===== src/rtl/chip_bus_pkg.sv =====
// Shared constants for the chip bus command scheduler.
// State encoding, target selectors and read flag.
package chip_bus_pkg;

    localparam logic [2:0] S_IDLE       = 3'd0;
    localparam logic [2:0] S_I2C_REQ    = 3'd1;
    localparam logic [2:0] S_I2C_WAIT   = 3'd2;
    localparam logic [2:0] S_SPI_SETUP  = 3'd3;
    localparam logic [2:0] S_SPI_ACCESS = 3'd4;
    localparam logic [2:0] S_SPI_WAIT   = 3'd5;
    localparam logic [2:0] S_RESP       = 3'd6;

    localparam logic TGT_I2C = 1'b0;
    localparam logic TGT_SPI = 1'b1;
    localparam logic RD      = 1'b1;

endpackage


===== src/rtl/sched_timeout_cnt.sv =====
// Wait-state watchdog for the command scheduler.
// Counts enabled cycles; expired flags the last allowed one.
module sched_timeout_cnt
#(
    parameter int TIMEOUT_CYC = 1000000,
    parameter int TO_W        = 20
) (
    input  logic clk,
    input  logic rst,
    input  logic clear,
    input  logic enable,
    output logic expired
);

    localparam logic [TO_W-1:0] LAST = TO_W'(TIMEOUT_CYC - 1);

    logic [TO_W-1:0] cnt;

    assign expired = enable && (cnt == LAST);

    // Count wait cycles, saturating at the last one.
    always_ff @(posedge clk or posedge rst) begin
        if (rst) begin
            cnt <= '0;
        end else if (clear) begin
            cnt <= '0;
        end else if (enable && !expired) begin
            cnt <= cnt + TO_W'(1);
        end
    end

endmodule


===== src/rtl/chip_bus_sched.sv =====
// Serialises host commands onto the I2C or APB-SPI master.
// One command in flight; one response per command.
module chip_bus_sched
    import chip_bus_pkg::*;
#(
    parameter int TIMEOUT_CYC = 1000000,
    parameter int TO_W        = 20
) (
    input  logic        CLK,
    input  logic        RESET,
    input  logic        cmd_valid,
    output logic        cmd_ready,
    input  logic        cmd_tgt,
    input  logic        cmd_rd,
    input  logic [31:0] cmd_addr,
    input  logic [31:0] cmd_wdata,
    input  logic [6:0]  cfg_slave_addr,
    input  logic        cfg_i2aen,
    input  logic [1:0]  cfg_i2ac,
    input  logic [1:0]  cfg_i2dc,
    output logic        rsp_valid,
    input  logic        rsp_ready,
    output logic [31:0] rsp_data,
    output logic        rsp_timeout,
    output logic [6:0]  i2c_slave_addr,
    output logic        i2c_master_rw,
    output logic [31:0] i2c_master_addr,
    output logic [31:0] i2c_master_din,
    output logic        i2c_master_valid,
    output logic        i2aen,
    output logic [1:0]  i2ac,
    output logic [1:0]  i2dc,
    input  logic        i2c_master_busy,
    input  logic        i2c_rd_valid,
    input  logic [31:0] i2c_rd_data,
    output logic        spim_psel,
    output logic        spim_penable,
    output logic        spim_pwrite,
    output logic [7:0]  spim_paddr,
    output logic [7:0]  spim_pwdata,
    input  logic [7:0]  spim_prdata,
    input  logic        spim_busy,
    output logic        sched_busy
);

    logic [2:0]  state;
    logic        rd_q;
    logic [31:0] addr_q;
    logic [31:0] wdata_q;
    logic [6:0]  slave_q;
    logic        aen_q;
    logic [1:0]  ac_q;
    logic [1:0]  dc_q;
    logic        seen_busy;
    logic        rd_got;
    logic        spi_first;
    logic [31:0] rdata_q;
    logic        timeout_q;

    logic accept;
    logic i2c_done;
    logic spi_done;
    logic to_en;
    logic to_expired;

    assign cmd_ready = (state == S_IDLE) && !RESET;
    assign accept    = cmd_valid && cmd_ready;

    // Busy must have been seen to fall; a read also needs its data,
    // which may arrive in the very cycle busy drops.
    assign i2c_done = seen_busy && !i2c_master_busy &&
                      ((rd_q != RD) || rd_got || i2c_rd_valid);
    assign spi_done = !spi_first && !spim_busy;

    assign to_en = (state == S_I2C_WAIT) || (state == S_SPI_WAIT);

    sched_timeout_cnt #(
        .TIMEOUT_CYC (TIMEOUT_CYC),
        .TO_W        (TO_W)
    ) u_to (
        .clk     (CLK),
        .rst     (RESET),
        .clear   (!to_en),
        .enable  (to_en),
        .expired (to_expired)
    );

    assign i2c_slave_addr   = slave_q;
    assign i2c_master_rw    = rd_q;
    assign i2c_master_addr  = addr_q;
    assign i2c_master_din   = wdata_q;
    assign i2c_master_valid = (state == S_I2C_REQ);
    assign i2aen            = aen_q;
    assign i2ac             = ac_q;
    assign i2dc             = dc_q;

    assign spim_psel    = (state == S_SPI_SETUP) || (state == S_SPI_ACCESS);
    assign spim_penable = (state == S_SPI_ACCESS);
    assign spim_pwrite  = spim_psel && (rd_q != RD);
    assign spim_paddr   = addr_q[7:0];
    assign spim_pwdata  = wdata_q[7:0];

    assign rsp_valid   = (state == S_RESP);
    assign rsp_data    = rsp_valid ? rdata_q : '0;
    assign rsp_timeout = rsp_valid && timeout_q;
    assign sched_busy  = (state != S_IDLE);

    // Hold the accepted command and config stable until the next accept.
    always_ff @(posedge CLK or posedge RESET) begin
        if (RESET) begin
            rd_q    <= 1'b0;
            addr_q  <= '0;
            wdata_q <= '0;
            slave_q <= '0;
            aen_q   <= 1'b0;
            ac_q    <= '0;
            dc_q    <= '0;
        end else if (accept) begin
            rd_q    <= cmd_rd;
            addr_q  <= cmd_addr;
            wdata_q <= cmd_wdata;
            slave_q <= cfg_slave_addr;
            aen_q   <= cfg_i2aen;
            ac_q    <= cfg_i2ac;
            dc_q    <= cfg_i2dc;
        end
    end

    // Sequence one command through its target and into the response slot.
    always_ff @(posedge CLK or posedge RESET) begin
        if (RESET) begin
            state     <= S_IDLE;
            seen_busy <= 1'b0;
            rd_got    <= 1'b0;
            spi_first <= 1'b0;
            rdata_q   <= '0;
            timeout_q <= 1'b0;
        end else begin
            unique case (state)
                S_IDLE: begin
                    if (accept) begin
                        rdata_q   <= '0;
                        timeout_q <= 1'b0;
                        state     <= (cmd_tgt == TGT_I2C) ?
                                     S_I2C_REQ : S_SPI_SETUP;
                    end
                end
                S_I2C_REQ: begin
                    seen_busy <= 1'b0;
                    rd_got    <= 1'b0;
                    state     <= S_I2C_WAIT;
                end
                S_I2C_WAIT: begin
                    if (i2c_master_busy) begin
                        seen_busy <= 1'b1;
                    end
                    if (i2c_rd_valid && (rd_q == RD)) begin
                        rdata_q <= i2c_rd_data;
                        rd_got  <= 1'b1;
                    end
                    if (i2c_done) begin
                        state <= S_RESP;
                    end else if (to_expired) begin
                        rdata_q   <= '0;
                        timeout_q <= 1'b1;
                        state     <= S_RESP;
                    end
                end
                S_SPI_SETUP: begin
                    state <= S_SPI_ACCESS;
                end
                S_SPI_ACCESS: begin
                    if (rd_q == RD) begin
                        rdata_q <= {24'd0, spim_prdata};
                    end
                    spi_first <= 1'b1;
                    state     <= S_SPI_WAIT;
                end
                S_SPI_WAIT: begin
                    spi_first <= 1'b0;
                    if (spi_done) begin
                        state <= S_RESP;
                    end else if (to_expired) begin
                        rdata_q   <= '0;
                        timeout_q <= 1'b1;
                        state     <= S_RESP;
                    end
                end
                S_RESP: begin
                    if (rsp_ready) begin
                        state <= S_IDLE;
                    end
                end
                default: begin
                    state <= S_IDLE;
                end
            endcase
        end
    end

endmodule

===== config.mk =====
export PLATFORM = sky130hd
export DESIGN_NAME = chip_bus_sched
export DESIGN_NICKNAME = d
export VERILOG_FILES = /design/src/rtl/chip_bus_pkg.sv /design/src/rtl/sched_timeout_cnt.sv /design/src/rtl/chip_bus_sched.sv
export SDC_FILE = /design/constraint.sdc
export NUM_CORES = 1
export LEC_CHECK = 0
export CAP_MARGIN = 10
export CORE_MARGIN = 2
export CORE_UTILIZATION = 43
export DETAILED_ROUTE_END_ITERATION = 10
export PLACE_DENSITY = 0.77
export SETUP_SLACK_MARGIN = 0.4
export SYNTH_ARGS = -nofsm -noshare
export SYNTH_HDL_FRONTEND = slang
export SYNTH_SLANG_ARGS = --single-unit

===== constraint.sdc =====
create_clock -name CLK -period 4.96 [get_ports CLK]
set_clock_uncertainty 0.15 [all_clocks]
set_input_delay 0.496 -clock CLK [delete_from_list [all_inputs] [get_ports CLK]]
set_output_delay 0.496 -clock CLK [all_outputs]
set_load 0.005 [all_outputs]

==> impl_results.md, run 1 <==
* Met3 WL post-DR at 1.56 mm
* Total power after layout at 4.95 mW
* Fin crit period at 3480 ps
* Launching element type of the critical path: register
* Top layer used by detailed routing: met4
* Placement row count at 43
* Transition time of the tightest slew-check pin at 1040 ps
* Cts bufs inserted at 17
* Peak VDD IR at 0.291 mV
* Average wire per standard cell at 17.2 µm
* Max-Cap Viols at 0
* Portion of the post-synthesis area used by sequential elements at 57.0%
* Flop and latch count out of synthesis at 136
* Effective utilization at floorplan at 43.6%
* Setup Buffers After CTS at 0
* Cell depth of the worst min-delay path at 1
* Number of cells upsized or downsized after cts at 0
* RePlAce Congestion at 0.807
* Number of nets in the final layout at 833
* Diodes inserted at 0
* Cells after Synth at 469
* Post-synthesis to final-layout area growth at 53.3%
* Run status: completed
* Count of vias placed by the detailed router at 4,608
* Cell area power density at 540 nW/µm²
* Number of ports placed on the die boundary at 258
* Placement Cell Area at 8520 µm²
* Clock Tree Buf Depth at 2
* Total global-route track usage at 21.0%
* Detail-routed via count per cell at 5.12
* Clock-pin slew on the worst setup and hold paths at 60 ps
* Fraction of layout cells with a size suffix above 1 at 10.0%
* Classification of the worst-slack hold path: reg -> reg
* Worst relative slew slack at 30.5%
* Syn Nets at 595
* Startpoint of the most critical register-to-register path: state[0]
* Mapped cell area at 5980 µm²
* Highest achievable clock rate at 288 MHz
* Leakage power at 3.83 nW
* Met2 Wirelength at 7.51 mm
* Die outline area at 14,900 µm²
* H-tree level count at 4
* Total count of hold-check failures in the final report at 0
* Setup repair after global routing missed its margin: false
* Pre-Repair DR Iteration Count at 4
* Chip height at 122 µm
* Placed cell count at 867
* Number of setup violations in the final report at 0
* Final routed DRC violation total at 0
* Grt total ovfl at 0
* Chip Width at 122 µm
* Final-layout fill cell count at 1,036
* Total Neg Setup Slack at 0 ps
* Critical path start-end classification: reg -> out
* Source of the critical timing path: state[2]
* Antenna violation net count after detailed routing at 0
* Highest net fanout along the worst path at 22
* Hold Buf Count CTS at 0
* Via count of the first global-routing pass at 4,726
* CP Data Required Time at 4310 ps
* Global-route wire length before repair at 23.9 mm
* Max Slew Vio Count at 0
* Setup ws final at 1480 ps
* Clock insertion delay at the later pin of the skew report at 420 ps
* Floorplan Core Area at 13,700 µm²
* Element type at the critical path end: primary output
* Final clock period utilization by the worst path at 70.1%
* Length in cells of the worst reg-to-reg path at 3
* Hold path startpoint: timeout_q
* Average size of a mapped cell at 12.7 µm²
* Met1 layer wirelength in the final routing at 6.10 mm
* Final standard cell count with taps included and fillers excluded at 900
* Unique masters post-synth at 45
* Total of warnings raised by yosys at 0
* Largest net degree at the start of global routing at 105
* Antenna violations before repair at 0
* Summed area of non-filler cells in the final layout at 9160 µm²
* Arrival time reported for the critical path endpoint at 2830 ps
* Clk sinks at 136
* DP Worst Slack at 1780 ps
* Detail Placement HPWL at 11.3 mm
* CTS tree: done
* Clock tree root driver cell: clkbuf_16
* First-iteration detailed-routing DRC count at 232
* Wirelength, routed at 15.5 mm
* I/O Buffers at 257
## state kept, by name, summed over array words and instances (netlist names)
signal	cells
spi_first	1
rdata_q	32
timeout_q	1
i2c_master_addr	32
i2c_master_rw	1
i2dc	2
state	3
rd_got	1
i2c_slave_addr	7
i2c_master_din	32
seen_busy	1
i2aen	1
i2ac	2
u_to.cnt	20
## power by group
part           internal (mW)  switching, mW
logic                   1.17          0.693
clock network          0.840          0.463
registers               1.52          0.270
## per-stage QoR
| stage | utilization [%] | hold WS, ps |
|---|---|---|
| after floorplan | - | 298 |
| after global placement | 62.1 | 314 |
| after detailed placement | 62.1 | 316 |
| after CTS | 66.6 | 332 |
| after global routing | 66.8 | 351 |
| final | 66.8 | 333 |
## per-layer routing
metal	track usage [%]	up-vias
met5	0	-
met4	7.18	0
met1	24.7	2231
met3	9.69	25
met2	33.9	220
li1	-	2132
## Yosys cell counts, drive strengths merged
cell / n / area share, %
ha: 1 / 0.21
nor3: 6 / 0.50
buf: 31 / 4.1
o31ai: 1 / 0.13
o211ai: 1 / 0.21
nor2b: 4 / 0.42
mux2: 77 / 15
and2: 35 / 3.7
o22ai: 2 / 0.21
and4b: 1 / 0.17
inv: 4 / 0.25
a22o: 25 / 3.7
nor4: 2 / 0.71
dfrtp: 136 / 57
a32oi: 8 / 1.2
a31oi: 1 / 0.10
o21ai: 12 / 1.0
xor2: 4 / 0.59
nand2: 14 / 0.88
o22a: 2 / 0.29
o2bb2ai: 8 / 1.2
xnor2: 9 / 1.3
nand4: 3 / 0.31
o31a: 1 / 0.15
a211oi: 2 / 0.25
o21a: 1 / 0.13
clkbuf: 11 / 0.69
a21oi: 13 / 1.1
nand3: 8 / 0.75
nand2b: 6 / 0.63
and3: 2 / 0.23
or3: 7 / 0.73
and4: 4 / 0.59
nor2: 24 / 1.5
a21o: 2 / 0.25
nor4b: 1 / 0.40
## path summary, 6_finish.rpt
path | end | slack, ps
setup reg to reg | i2c_master_din[0] | 2300
hold / removal | timeout_q | 330
setup / recovery | rsp_data[1] | 1480
hold reg to reg | timeout_q | 330
min in group asynchronous | rdata_q[24] | 570
max in group asynchronous | i2ac[1] | 3050
## cell type report
| cell class | instances | area (µm²) | share of cell area, % |
|---|---|---|---|
| Clock inverter | 12 | 176 | 1.93 |
| Tap cell | 180 | 225 | 2.46 |
| Timing Repair Buffer | 261 | 2620 | 28.6 |
| Inverter | 4 | 20.0 | 0.219 |
| Multi-Input combinational cell | 287 | 2280 | 24.9 |
| Clock buffer | 20 | 437 | 4.77 |
| Sequential cell | 136 | 3400 | 37.1 |
## worst max-delay path: stages (launching register included)
cell	delay (ps)
dfrtp_1	630
nand2_1	150
nor2_1	620
buf_4	340
and2_1	160
clkdlybuf4s50_1	510
## layout by cell type, fill, tap and decap left out, types with 2 or more instances in the layout
master,synthesis,routed
clkdlybuf4s50_1,0,257
dfrtp_1,136,136
mux2_1,48,48
and2_1,34,34
mux2_2,29,29
a22o_1,25,25
nor2_1,24,24
clkbuf_16,0,17
nand2_1,14,14
a21oi_1,13,13
o21ai_0,10,10
xnor2_1,9,9
a32oi_1,8,8
o2bb2ai_1,8,8
or3_1,7,7
nand3_1,7,7
nor3_1,6,6
nand2b_1,6,5
nor2b_1,4,4
and4_1,4,4
xor2_1,4,4
bufinv_16,0,4
nand4_1,3,3
clkbuf_1,11,3
clkinv_2,0,3
clkinv_4,0,3
buf_4,21,3
nor4_4,2,2
o22ai_1,2,2
a211oi_1,2,2
inv_1,3,2
o21ai_1,2,2
a21o_1,2,2
o22a_1,2,2
clkinvlp_4,0,2
## kinds of logic (layout without fill, tap and decap cells)
family | count (synthesis) | count (layout) | synth area share (%)
flip-flops | 136 | 136 | 57.0
adder cells (fa/ha/maj) | 1 | 1 | 0.209
XOR/XNOR | 13 | 13 | 1.91
AND/OR/NAND/NOR | 117 | 117 | 11.5
multiplexers | 77 | 77 | 14.5
buffers and inverters | 46 | 297 | 5.07
AO/OA/AOI/OAI | 79 | 79 | 9.82
Power figures use the tool's default switching activity.
==> inputs of run 2 (changes only) <==
--- a/config.mk
+++ b/config.mk
@@ -7,9 +7,9 @@
 export LEC_CHECK = 0
 export CAP_MARGIN = 10
 export CORE_MARGIN = 2
-export CORE_UTILIZATION = 43
+export CORE_UTILIZATION = 38
 export DETAILED_ROUTE_END_ITERATION = 10
-export PLACE_DENSITY = 0.77
+export PLACE_DENSITY = 0.72
 export SETUP_SLACK_MARGIN = 0.4
 export SYNTH_ARGS = -nofsm -noshare
 export SYNTH_HDL_FRONTEND = slang
==> constraint.sdc (replaced) <==
create_clock -name CLK -period 3.1 [get_ports CLK]
set_clock_uncertainty 0.15 [all_clocks]
set_input_delay 0.31 -clock CLK [delete_from_list [all_inputs] [get_ports CLK]]
set_output_delay 0.31 -clock CLK [all_outputs]
set_load 0.005 [all_outputs]
==> run 2 against run 1 <==
Effect of this change:
- final area grew 1.1%
- setup slack lost 970 ps
- critical path type unchanged
- worst hold slack got worse by 120 ps
- highest routed layer unchanged
==> impl_results.md, run 2 (synthesis results as in run 1) <==
* Placement Cell Area at 8640 µm² (was 8520 µm²)
* Number of setup violations in the final report at 0 (unchanged)
* Worst relative slew slack at 57.6% (was 30.5%)
* Share of power burned in registers at 36.6% (was 36.1%)
* Routing usage on met1 at 23.7% (was 24.7%)
* RePlAce Congestion at 0.798 (was 0.807)
* Slowest cell on crit path: clkdlybuf4s50_1 (was dfrtp_1)
* Largest net degree at the start of global routing at 79 (was 105)
* Highest achievable clock rate at 387 MHz
* Crit path max-delay family: simple AND/OR/NAND/NOR gates (unchanged)
* Cts bufs inserted at 17 (unchanged)
* Classification of the worst-slack hold path: in -> async (was reg -> reg)
* Register-to-register setup slack at 680 ps (was 2300 ps)
* Launching element type of the critical path: register (unchanged)
* Final routed DRC violation total at 0 (unchanged)
* GRT met2 Usage at 31.6% (was 33.9%)
* Placement row count at 45 (was 43)
* Routing usage on met3 at 7.27% (was 9.69%)
* Transition time of the tightest slew-check pin at 634 ps (was 1040 ps)
* Leakage power at 3.85 nW (was 3.83 nW)
* Portion of total power attributed to the clock network at 25.2% (was 26.3%)
* Arrival time reported for the critical path endpoint at 2120 ps (was 2830 ps)
* Effective utilization at floorplan at 39.2% (was 43.6%)
* Critical path cell sequence: or3_1 > nor2_1 > clkdlybuf4s50_1 (was nand2_1 > nor2_1 > buf_4 > and2_1 > clkdlybuf4s50_1)
* Net switching share of the total power at 29.9% (was 28.8%)
* Peak per-stage delay on the critical path at 550 ps (was 630 ps)
* Global-route wire length before repair at 25.4 mm (was 23.9 mm)
* Detail Placement HPWL at 11.8 mm (was 11.3 mm)
* Setup repair after global routing missed its margin: false (unchanged)
* Die outline area at 16,700 µm² (was 14,900 µm²)
* Max-Cap Viols at 0 (unchanged)
* Post-synthesis to final-layout area growth at 55.0% (was 53.3%)
* Total global-route track usage at 19.6% (was 21.0%)
* Total Neg Setup Slack at 0 ps (unchanged)
* Total count of hold-check failures in the final report at 0 (unchanged)
* Chip height at 129 µm (was 122 µm)
* CTS tree: done (unchanged)
* Final standard cell count with taps included and fillers excluded at 942 (was 900)
* Total power after layout at 7.82 mW (was 4.95 mW)
* I/O Buffers at 257 (unchanged)
* Grt total ovfl at 0 (unchanged)
* Part of the power in combinational logic at 38.2% (was 37.6%)
* Summed area of non-filler cells in the final layout at 9260 µm² (was 9160 µm²)
* Number of nets in the final layout at 844 (was 833)
* First-iteration detailed-routing DRC count at 140 (was 232)
* Wirelength, routed at 16.0 mm (was 15.5 mm)
* Internal power at 5.49 mW (was 3.52 mW)
* Pre-Repair DR Iteration Count at 4 (unchanged)
* Antenna violations before repair at 0 (unchanged)
* Average wire per standard cell at 17.0 µm (was 17.2 µm)
* Floorplan Core Area at 15,300 µm² (was 13,700 µm²)
* Hold Buf Count CTS at 0 (unchanged)
* Element type at the critical path end: primary output (unchanged)
* H-tree level count at 4 (unchanged)
* Clk sinks at 136 (unchanged)
* Run status: completed (unchanged)
* Clock Tree Buf Depth at 2 (unchanged)
* Final clock period utilization by the worst path at 83.4%
* Cell area power density at 845 nW/µm² (was 540 nW/µm²)
* Total buffers and inverters traversed by the critical path at 1 (was 2)
* Highest net fanout along the worst path at 16 (was 22)
* Chip Width at 129 µm (was 122 µm)
* Power spent charging and discharging nets at 2.34 mW (was 1.43 mW)
* Clock-pin slew on the worst setup and hold paths at 60 ps (about the same)
* Number of ports placed on the die boundary at 258 (unchanged)
* Peak VDD IR at 0.554 mV (was 0.291 mV)
* Via count of the first global-routing pass at 4,945 (was 4,726)
* Detail-routed via count per cell at 4.91 (was 5.12)
* Antenna violation net count after detailed routing at 0 (unchanged)
* Busiest grt layer: met2 (unchanged)
* Count of vias placed by the detailed router at 4,628 (was 4,608)
* Clock tree root driver cell: clkbuf_16 (unchanged)
* Fin crit period at 2580 ps
* Placed cell count at 906 (was 867)
* Top library cells by usage in the layout, fill and taps aside: 257 x clkdlybuf4s50_1, 134 x dfrtp_1, 48 x mux2_1 (was 257 x clkdlybuf4s50_1, 136 x dfrtp_1, 48 x mux2_1)
* Fraction of layout cells with a size suffix above 1 at 11.8% (was 10.0%)
* Commonest non-fill, non-tap cell in the layout: clkdlybuf4s50_1 (unchanged)
* Max Slew Vio Count at 0 (unchanged)
* Critical path start-end classification: reg -> out (unchanged)
* Diodes inserted at 0 (unchanged)
* Clock insertion delay at the later pin of the skew report at 420 ps (about the same)
* CP Data Required Time at 2640 ps (was 4310 ps)
* Final-layout worst hold slack at 213 ps (was 333 ps)
[run 2: cell count changes in the layout (fill, tap and decap cells not counted), sizes merged]
cell and change:
clkinvlp +5, buf +11, clkbuf -1, bufinv -2
inv +2, clkinv -4
[run 2: power groups by stage]
| stage | Combinational (mW) | Clock (mW) | Sequential, mW |
|---|---|---|---|
| finish | 2.99 | 1.97 | 2.86 |
| CTS | 2.97 | 2.02 | 2.87 |
| global route | 3.24 | 2.11 | 2.96 |
| global placement | 2.88 | 0 | 2.84 |
| detailed placement | 2.94 | 0 | 2.89 |
| floorplan | 1.31 | 0 | 2.82 |
[run 2: layout make-up]
class / count / area (µm²)
repair buffers: 272 / 2720
clock inverters: 13 / 148
clock buffers: 19 / 433
well taps: 211 / 264
flip-flops and latches: 136 / 3410
multi-input cells: 287 / 2280
fillers: 1241 / 5990
inverters: 4 / 18.8
[run 2: worst paths after layout]
check                              start                 end  depth (start not counted)
max                             state[0]           cmd_ready                          3
min reg2reg                   rdata_q[2]          rdata_q[2]                          1
min in group CLK           cmd_wdata[17]  i2c_master_din[17]                          2
max reg2reg                  u_to.cnt[0]         rdata_q[31]                          6
min                                RESET  i2c_master_din[29]                          2
max in group asynchronous          RESET         rdata_q[10]                          3
[run 2: per-stage QoR]
stage               utilization, %  setup WS, ps
global placement              56.6           738
global route                  60.7           431
CTS                           60.5           421
finish                        60.7           516
detailed placement            56.6           658
floorplan                        -           800
[run 2: layer usage]
metal,vias to the layer above,wire (µm)
li1,2157,-
met3,32,1390
met2,194,7730
met5,-,0
met1,2245,6520
met4,0,371
[run 2: worst reg2reg max path, cell delays in order, from the launching register on]
cell      delay [ps]
dfrtp_1          390
ha_1             230
and4_1           270
nand2b_1         140
or3_1            540
and2_4           310
a22o_1           270
[run 2: what timing repair did]
| action | in CTS | in global routing |
|---|---|---|
| setup buffers | 0 | 3 |
| endpoints found under the setup margin | 9 | 34 |
| gates cloned | 0 | 0 |
| gates resized for setup | 1 | 2 |
